File: config.mk
export PLATFORM = sky130hd
export DESIGN_NAME = regfile_hilo_mp_flat
export DESIGN_NICKNAME = d
export VERILOG_FILES = /design/src/rtl/regfile_pkg.sv /design/src/rtl/regfile_hilo_mp_if.sv /design/src/rtl/regfile_clear_seq.sv /design/src/rtl/regfile_hilo_mp.sv /design/src/flat_wrapper.sv
export SDC_FILE = /design/constraint.sdc
export NUM_CORES = 2
export LEC_CHECK = 0
export BUFFER_PORTS_ARGS = -buffer_cell sky130_fd_sc_hd__buf_4
export CAP_MARGIN = 20
export CORE_UTILIZATION = 30
export CTS_BUF_LIST = sky130_fd_sc_hd__clkbuf_8
export CTS_CLUSTER_SIZE = 20
export DETAILED_ROUTE_END_ITERATION = 6
export PLACE_DENSITY = 0.56
export SLEW_MARGIN = 15
export SYNTH_ARGS = -nofsm -noshare
export SYNTH_HDL_FRONTEND = slang
export SYNTH_SLANG_ARGS = --single-unit
File: constraint.sdc
create_clock -name clk -period 10.1 [get_ports clk]
set_input_delay 0.505 -clock clk [delete_from_list [all_inputs] [get_ports clk]]
set_output_delay 0.505 -clock clk [all_outputs]
set_load 0.02 [all_outputs]
File: src/rtl/regfile_pkg.sv
// Shared types and constants for the HI/LO register file: hilo_op encodings,
// sequencer states and the default stack-pointer preload.
package regfile_pkg;

    typedef enum logic [1:0] {
        HILO_NONE = 2'b00,
        HILO_LO   = 2'b01,
        HILO_HI   = 2'b10,
        HILO_BOTH = 2'b11
    } hilo_op_e;

    typedef enum logic {
        ST_CLEAR = 1'b0,
        ST_READY = 1'b1
    } state_e;

    localparam int unsigned DEFAULT_SP_INDEX = 29;
    localparam logic [31:0] DEFAULT_SP_INIT  = 32'h0000_0400;

endpackage

File: src/rtl/regfile_hilo_mp_if.sv
// Bus bundle between the datapath (master) and the register file (slave):
// read ports, GPR write port, HI/LO write path, debug peek and init status.
interface regfile_hilo_mp_if #(
    parameter int unsigned XLEN  = 32,
    parameter int unsigned NREGS = 32,
    parameter int unsigned NRD   = 2
);
    localparam int unsigned AW = $clog2(NREGS);

    logic [NRD*AW-1:0]   rd_addr;
    logic [NRD*XLEN-1:0] rd_data;
    logic                wr_en;
    logic [AW-1:0]       wr_addr;
    logic [XLEN-1:0]     wr_data;
    logic [1:0]          hilo_op;
    logic [XLEN-1:0]     lo_wdata;
    logic [XLEN-1:0]     hi_wdata;
    logic [XLEN-1:0]     hi;
    logic [XLEN-1:0]     lo;
    logic [AW-1:0]       peek_addr;
    logic [XLEN-1:0]     peek_data;
    logic                init_done;

    modport master (
        output rd_addr, wr_en, wr_addr, wr_data, hilo_op, lo_wdata, hi_wdata, peek_addr,
        input  rd_data, hi, lo, peek_data, init_done
    );

    modport slave (
        input  rd_addr, wr_en, wr_addr, wr_data, hilo_op, lo_wdata, hi_wdata, peek_addr,
        output rd_data, hi, lo, peek_data, init_done
    );

endinterface

File: src/rtl/regfile_clear_seq.sv
// CLEAR/READY sequencer: walks every GPR once after reset, preloading the
// stack-pointer register, then parks in READY until the next reset.
module regfile_clear_seq
    import regfile_pkg::*;
#(
    parameter int unsigned     XLEN     = 32,
    parameter int unsigned     NREGS    = 32,
    parameter int unsigned     SP_INDEX = DEFAULT_SP_INDEX,
    parameter logic [XLEN-1:0] SP_INIT  = DEFAULT_SP_INIT
) (
    input  logic                     clk,
    input  logic                     reset,
    output logic                     clr_we_o,
    output logic [$clog2(NREGS)-1:0] clr_addr_o,
    output logic [XLEN-1:0]          clr_data_o,
    output logic                     ready_o
);
    localparam int unsigned   AW       = $clog2(NREGS);
    localparam logic [AW-1:0] SpAddr   = AW'(SP_INDEX);
    localparam logic [AW-1:0] LastAddr = AW'(NREGS - 1);

    state_e        state_q, state_d;
    logic [AW-1:0] cnt_q, cnt_d;

    always_ff @(posedge clk) begin
        if (reset) begin
            state_q <= ST_CLEAR;
            cnt_q   <= '0;
        end else begin
            state_q <= state_d;
            cnt_q   <= cnt_d;
        end
    end

    always_comb begin
        state_d  = state_q;
        cnt_d    = cnt_q;
        clr_we_o = 1'b0;
        unique case (state_q)
            ST_CLEAR: begin
                // The array must stay untouched on the reset cycle itself.
                clr_we_o = ~reset;
                cnt_d    = cnt_q + 1'b1;
                if (cnt_q == LastAddr) begin
                    state_d = ST_READY;
                end
            end
            ST_READY: begin
                state_d = ST_READY;
            end
            default: begin
                state_d = ST_CLEAR;
            end
        endcase
    end

    assign clr_addr_o = cnt_q;
    assign clr_data_o = (cnt_q == SpAddr) ? SP_INIT : '0;
    assign ready_o    = (state_q == ST_READY);

endmodule

File: src/rtl/regfile_hilo_mp.sv
// Multi-port GPR file with independent HI/LO, clear sequencer and debug peek.
// Define REGFILE_BYPASS_EN for write-first forwarding on read and peek ports.
module regfile_hilo_mp
    import regfile_pkg::*;
#(
    parameter int unsigned     XLEN     = 32,
    parameter int unsigned     NREGS    = 32,
    parameter int unsigned     NRD      = 2,
    parameter int unsigned     SP_INDEX = DEFAULT_SP_INDEX,
    parameter logic [XLEN-1:0] SP_INIT  = DEFAULT_SP_INIT
) (
    input logic              clk,
    input logic              reset,
    regfile_hilo_mp_if.slave bus
);
    localparam int unsigned AW = $clog2(NREGS);

    logic            clr_we;
    logic [AW-1:0]   clr_addr;
    logic [XLEN-1:0] clr_data;
    logic            ready;

    regfile_clear_seq #(
        .XLEN    (XLEN),
        .NREGS   (NREGS),
        .SP_INDEX(SP_INDEX),
        .SP_INIT (SP_INIT)
    ) u_clear_seq (
        .clk       (clk),
        .reset     (reset),
        .clr_we_o  (clr_we),
        .clr_addr_o(clr_addr),
        .clr_data_o(clr_data),
        .ready_o   (ready)
    );

    logic [XLEN-1:0] mem_q [NREGS];
    logic            func_we;
    logic            mem_we;
    logic [AW-1:0]   mem_waddr;
    logic [XLEN-1:0] mem_wdata;

    // clr_we and func_we are mutually exclusive: one needs CLEAR, the other READY.
    assign func_we   = ready & ~reset & bus.wr_en & (bus.wr_addr != '0);
    assign mem_we    = clr_we | func_we;
    assign mem_waddr = clr_we ? clr_addr : bus.wr_addr;
    assign mem_wdata = clr_we ? clr_data : bus.wr_data;

    always_ff @(posedge clk) begin
        if (mem_we) begin
            mem_q[mem_waddr] <= mem_wdata;
        end
    end

    logic [NRD*XLEN-1:0] rd_data_q, rd_data_d;
    logic [XLEN-1:0]     peek_q, peek_d;

    always_comb begin
        rd_data_d = '0;
        peek_d    = '0;
        for (int i = 0; i < NRD; i++) begin
            if (bus.rd_addr[i*AW +: AW] != '0) begin
                rd_data_d[i*XLEN +: XLEN] = mem_q[bus.rd_addr[i*AW +: AW]];
            end
`ifdef REGFILE_BYPASS_EN
            if (func_we && (bus.wr_addr == bus.rd_addr[i*AW +: AW])) begin
                rd_data_d[i*XLEN +: XLEN] = bus.wr_data;
            end
`endif
        end
        if (bus.peek_addr != '0) begin
            peek_d = mem_q[bus.peek_addr];
        end
`ifdef REGFILE_BYPASS_EN
        if (func_we && (bus.wr_addr == bus.peek_addr)) begin
            peek_d = bus.wr_data;
        end
`endif
    end

    always_ff @(posedge clk) begin
        if (reset || !ready) begin
            rd_data_q <= '0;
            peek_q    <= '0;
        end else begin
            rd_data_q <= rd_data_d;
            peek_q    <= peek_d;
        end
    end

    logic            hi_we, lo_we;
    logic [XLEN-1:0] hi_q, lo_q;

    always_comb begin
        hi_we = 1'b0;
        lo_we = 1'b0;
        unique case (bus.hilo_op)
            HILO_LO:   lo_we = 1'b1;
            HILO_HI:   hi_we = 1'b1;
            HILO_BOTH: begin
                hi_we = 1'b1;
                lo_we = 1'b1;
            end
            default: ;
        endcase
    end

    always_ff @(posedge clk) begin
        if (reset) begin
            hi_q <= '0;
            lo_q <= '0;
        end else if (ready) begin
            if (hi_we) hi_q <= bus.hi_wdata;
            if (lo_we) lo_q <= bus.lo_wdata;
        end
    end

    assign bus.rd_data   = rd_data_q;
    assign bus.peek_data = peek_q;
    assign bus.hi        = hi_q;
    assign bus.lo        = lo_q;
    assign bus.init_done = ready;

endmodule
File: src/flat_wrapper.sv
// flat-port wrapper written by rule: the top's interface ports become plain ports
module regfile_hilo_mp_flat import regfile_pkg::*;
#(
    parameter int unsigned     XLEN     = 32,
    parameter int unsigned     NREGS    = 32,
    parameter int unsigned     NRD      = 2,
    parameter int unsigned     SP_INDEX = DEFAULT_SP_INDEX,
    parameter logic [XLEN-1:0] SP_INIT  = DEFAULT_SP_INIT
)
  (clk, reset, bus_rd_addr, bus_wr_en, bus_wr_addr, bus_wr_data, bus_hilo_op, bus_lo_wdata, bus_hi_wdata, bus_peek_addr, bus_rd_data, bus_hi, bus_lo, bus_peek_data, bus_init_done);
  regfile_hilo_mp_if #(.XLEN(XLEN), .NREGS(NREGS), .NRD(NRD)) bus_i ();
  input logic clk;
  input logic reset;
  input wire logic [$bits(bus_i.rd_addr)-1:0] bus_rd_addr;
  input wire logic [$bits(bus_i.wr_en)-1:0] bus_wr_en;
  input wire logic [$bits(bus_i.wr_addr)-1:0] bus_wr_addr;
  input wire logic [$bits(bus_i.wr_data)-1:0] bus_wr_data;
  input wire logic [$bits(bus_i.hilo_op)-1:0] bus_hilo_op;
  input wire logic [$bits(bus_i.lo_wdata)-1:0] bus_lo_wdata;
  input wire logic [$bits(bus_i.hi_wdata)-1:0] bus_hi_wdata;
  input wire logic [$bits(bus_i.peek_addr)-1:0] bus_peek_addr;
  output wire logic [$bits(bus_i.rd_data)-1:0] bus_rd_data;
  output wire logic [$bits(bus_i.hi)-1:0] bus_hi;
  output wire logic [$bits(bus_i.lo)-1:0] bus_lo;
  output wire logic [$bits(bus_i.peek_data)-1:0] bus_peek_data;
  output wire logic [$bits(bus_i.init_done)-1:0] bus_init_done;
  assign bus_i.rd_addr = bus_rd_addr;
  assign bus_i.wr_en = bus_wr_en;
  assign bus_i.wr_addr = bus_wr_addr;
  assign bus_i.wr_data = bus_wr_data;
  assign bus_i.hilo_op = bus_hilo_op;
  assign bus_i.lo_wdata = bus_lo_wdata;
  assign bus_i.hi_wdata = bus_hi_wdata;
  assign bus_i.peek_addr = bus_peek_addr;
  assign bus_rd_data = bus_i.rd_data;
  assign bus_hi = bus_i.hi;
  assign bus_lo = bus_i.lo;
  assign bus_peek_data = bus_i.peek_data;
  assign bus_init_done = bus_i.init_done;
  regfile_hilo_mp #(.XLEN(XLEN), .NREGS(NREGS), .NRD(NRD), .SP_INDEX(SP_INDEX), .SP_INIT(SP_INIT)) u_core (.clk(clk), .reset(reset), .bus(bus_i));
endmodule
==> results.yml <==
run_status:
  run_status: "finished, final reports clean"
worst_hold_path:
  hp-start: "bus_hilo_op[1]"
  hp-class: "in2reg"
synth:
  synth_commonest_cells: "1024 x edfxtp_1, 863 x mux2i_1, 322 x a22oi_1"
  yosysTopAreaCell: "edfxtp_1"
  syn_nets: 4253
  yosys.area.top_type_share_pct: 50.05
  netlist_area_mm2: 0.06144
  synth.avg_cell_area_um2: 14.88
  ys_top_cells_by_area: "edfxtp_1 50%, mux2i_1 14%, mux4_2 11%, dfxtp_1 5.4%, a22oi_1 3.9%"
  postSynth.asyncResetShare_pct: 0
  ys_seq_area_share_pct: 55.46
  yosys_warnings: 0
  synth-seq-cells: 1190
  yosysMostFrequentCell: "edfxtp_1"
  synth_edf_count: 1024
  synth_cell_types: 47
  synthFlopType: "edfxtp_1"
  synth_cells: 4129
power_and_ir_drop:
  combinationalPowerShare_pct: 10.3
  ir_drop_mv: 0.1356
  pwr-share-clk_pct: 40.2
  p_switching_uw: 2817
  power_density_mw_per_mm2: 152.9
  intPower_uw: 8110
  p_leak_uw: 0.02541
  swShare_pct: 25.78
  p_seq_share_pct: 49.5
clock_tree:
  hold_buffers: 65
  cts_sinks: 1190
  clk_pin_slew_ns: 0.06
  cts_tree: "built"
  root_buffer: "clkbuf_8"
  cts_setup_buffers: 0
  cts.htree.levels: 4
  cts_max_path_buffers: 3
  cts_buffers: 205
  cts_resized: 0
  clock_latency_ns: 0.93
worst_setup_path:
  critPathKind: "reg2reg"
  worstPathArrival_ns: 4.99
  cp_data_required_time_ns: 10.65
  rr_startpoint: "u_core.u_clear_seq.ready_o"
  critPathCaptureType: "flop"
  worst-path-buf-inv: 2
  critPathSlowestCell: "nor2_4"
  path_cells: "nor2_4, buf_4, mux2i_1, nand4_1, nor2_4, buf_4"
  start_kind: "flop"
  crit_path_max_fanout: 43
  max_stage_delay_ns: 1.00
  critPathTopFamily: "simple AND/OR/NAND/NOR gates"
  setup.worst_path.start: "u_core.u_clear_seq.ready_o"
layout:
  drive_gt1_share_pct: 26.88
  final_nets: 4573
  multi_input_area_mm2: 0.02606
  n_fill_cell: 19425
  syn2layout_area_growth_pct: 16.34
  layout.cells.non_filler: 7307
  seq_area_mm2: 0.03407
floorplan:
  core-area_mm2: 0.2027
  rows: 165
  start_util_pct: 30.30
  pin_count: 282
  dieHeight_um: 454.5
  dieWidth_um: 454.5
  die_area_mm2: 0.2066
global_routing:
  antenna_found_initial: 16
  grt_max_degree: 104
  overflow: 0
  grt_pass1_vias: 43628
  grt_usage_pct: 23.63
  grt_pass1_wl_mm: 342.9
sta:
  hold_viol: 0
  holdWs_ns: 0.08592
  finalCritPeriodShare_pct: 43.97
  setup_viol: 0
  slew_viol_final: 0
  fin_ws_ns: 5.659
  tightest_slew_ns: 1.184
  finalCriticalPeriod_ns: 4.441
  timing.fmax_ghz: 0.2252
  relSlewSlack_pct: 21.06
  fin_setup_tns_ns: 0
  rsz0062_at_grt: "no"
  fin_skew_ns: 0.05705
route:
  dr_total_vias: 43707
  drtAntennaViolNets: 0
  route.detailed.drc: 0
  routed_wl_mm: 250.2
  via_per_inst: 5.982
  wire_per_inst_um: 34.24
  dr.pass1.iters: 5
  drt-initial-drc-count: 5180
placed_design:
  gp_congestion: 0.8701
  hpwl_mm: 153.7
  dp_slack_ns: 5.347
  dp_cells: 6847
  portBuffers: 281
run:
  cap_violations: 0
==> state kept, by name, indices dropped and copies added, names as in the netlist <==
register,flops
u_core.bus.lo,32
u_core.u_clear_seq.clr_addr_o,5
u_core.bus.hi,32
u_core.bus.rd_data,64
u_core.bus.peek_data,32
u_core.u_clear_seq.ready_o,1
u_core.mem_q,1024
==> through the flow <==
stage / util (%) / total power, uW / cell area, um2
2_1_floorplan: - / 6186 / 61440
3_3_place_gp: 32.89 / 6585 / 66680
3_5_place_dp: 32.90 / 6589 / 66710
4_1_cts: 35.22 / 10970 / 71410
5_1_grt: 35.25 / 11230 / 71460
6_report: 35.25 / 10930 / 71470
==> metal layers <==
layer  track usage (%)  vias up  wire [um]
met4             15.08       10      16490
met2             36.23     2900     113100
met3             5.498      632      24680
li1                  -    17571          -
met1             29.96    22594      95850
met5                 0        -         71
==> tightest hold or removal path, stage by stage <==
cell,delay [ns]
buf_4,0.10
nand2_1,0.19
nand2_1,0.12
a21oi_1,0.05
==> power groups by stage <==
stage	registers (uW)	logic [uW]	clock network, uW
after floorplan	5500	687	0
after global placement	5510	1080	0
after detailed placement	5510	1080	0
after CTS	5400	1110	4460
after global routing	5410	1160	4670
final	5410	1130	4390
==> cell families (layout without fill, tap and decap cells) <==
kind of cell | count (synthesis) | after routing | share of synthesized area, %
compound gates | 570 | 570 | 6.933
flops | 1190 | 1190 | 55.46
other cells | 0 | 11 | 0
mux | 1337 | 1337 | 29.39
buf+inv | 366 | 861 | 3.083
xor+xnor | 3 | 3 | 0.04278
simple gates | 660 | 660 | 5.030
fa+ha+maj | 3 | 3 | 0.06110
==> placed cells by master (no fill, tap or decap), types with 9 or more instances in the layout <==
cell type,netlist,routed
a211oi_1,19,16
a211oi_2,6,9
a21oi_1,99,99
a221oi_1,22,20
a221oi_2,10,12
a22oi_1,322,322
buf_4,54,392
buf_8,3,9
clkbuf_8,0,232
clkinv_1,0,34
clkinv_2,0,21
dfxtp_1,166,166
diode_2,0,11
dlygate4sd3_1,0,65
edfxtp_1,1024,1024
inv_1,3,78
mux2_2,124,124
mux2i_1,863,863
mux4_1,37,37
mux4_2,313,313
nand2_1,301,301
nand3_1,146,146
nand4_1,78,78
nor2_1,51,15
nor2_4,0,38
nor2b_2,0,24
nor2b_4,0,18
o2111ai_1,22,22
o221ai_1,58,58
==> cell type report <==
| class | instances | share of cell area (%) |
|---|---|---|
| diodes | 11 | 0.03851 |
| clock buffers | 232 | 4.468 |
| clock inverters | 150 | 1.204 |
| inverters | 3 | 0.01576 |
| multi-input cells | 2573 | 36.46 |
| flip-flops and latches | 1190 | 47.67 |
| well taps | 2672 | 4.678 |
| repair buffers | 476 | 5.460 |
==> path summary, 6_finish.rpt <==
path / end / slack (ns) / depth (start not counted)
min reg2reg: u_core.bus.lo[27] / 0.45 / 2
max: u_core.mem_q[17][13] / 5.66 / 6
max reg2reg: u_core.mem_q[17][13] / 5.66 / 6
min: u_core.bus.hi[31] / 0.09 / 4
No activity file was read; power rests on OpenSTA's default activity.
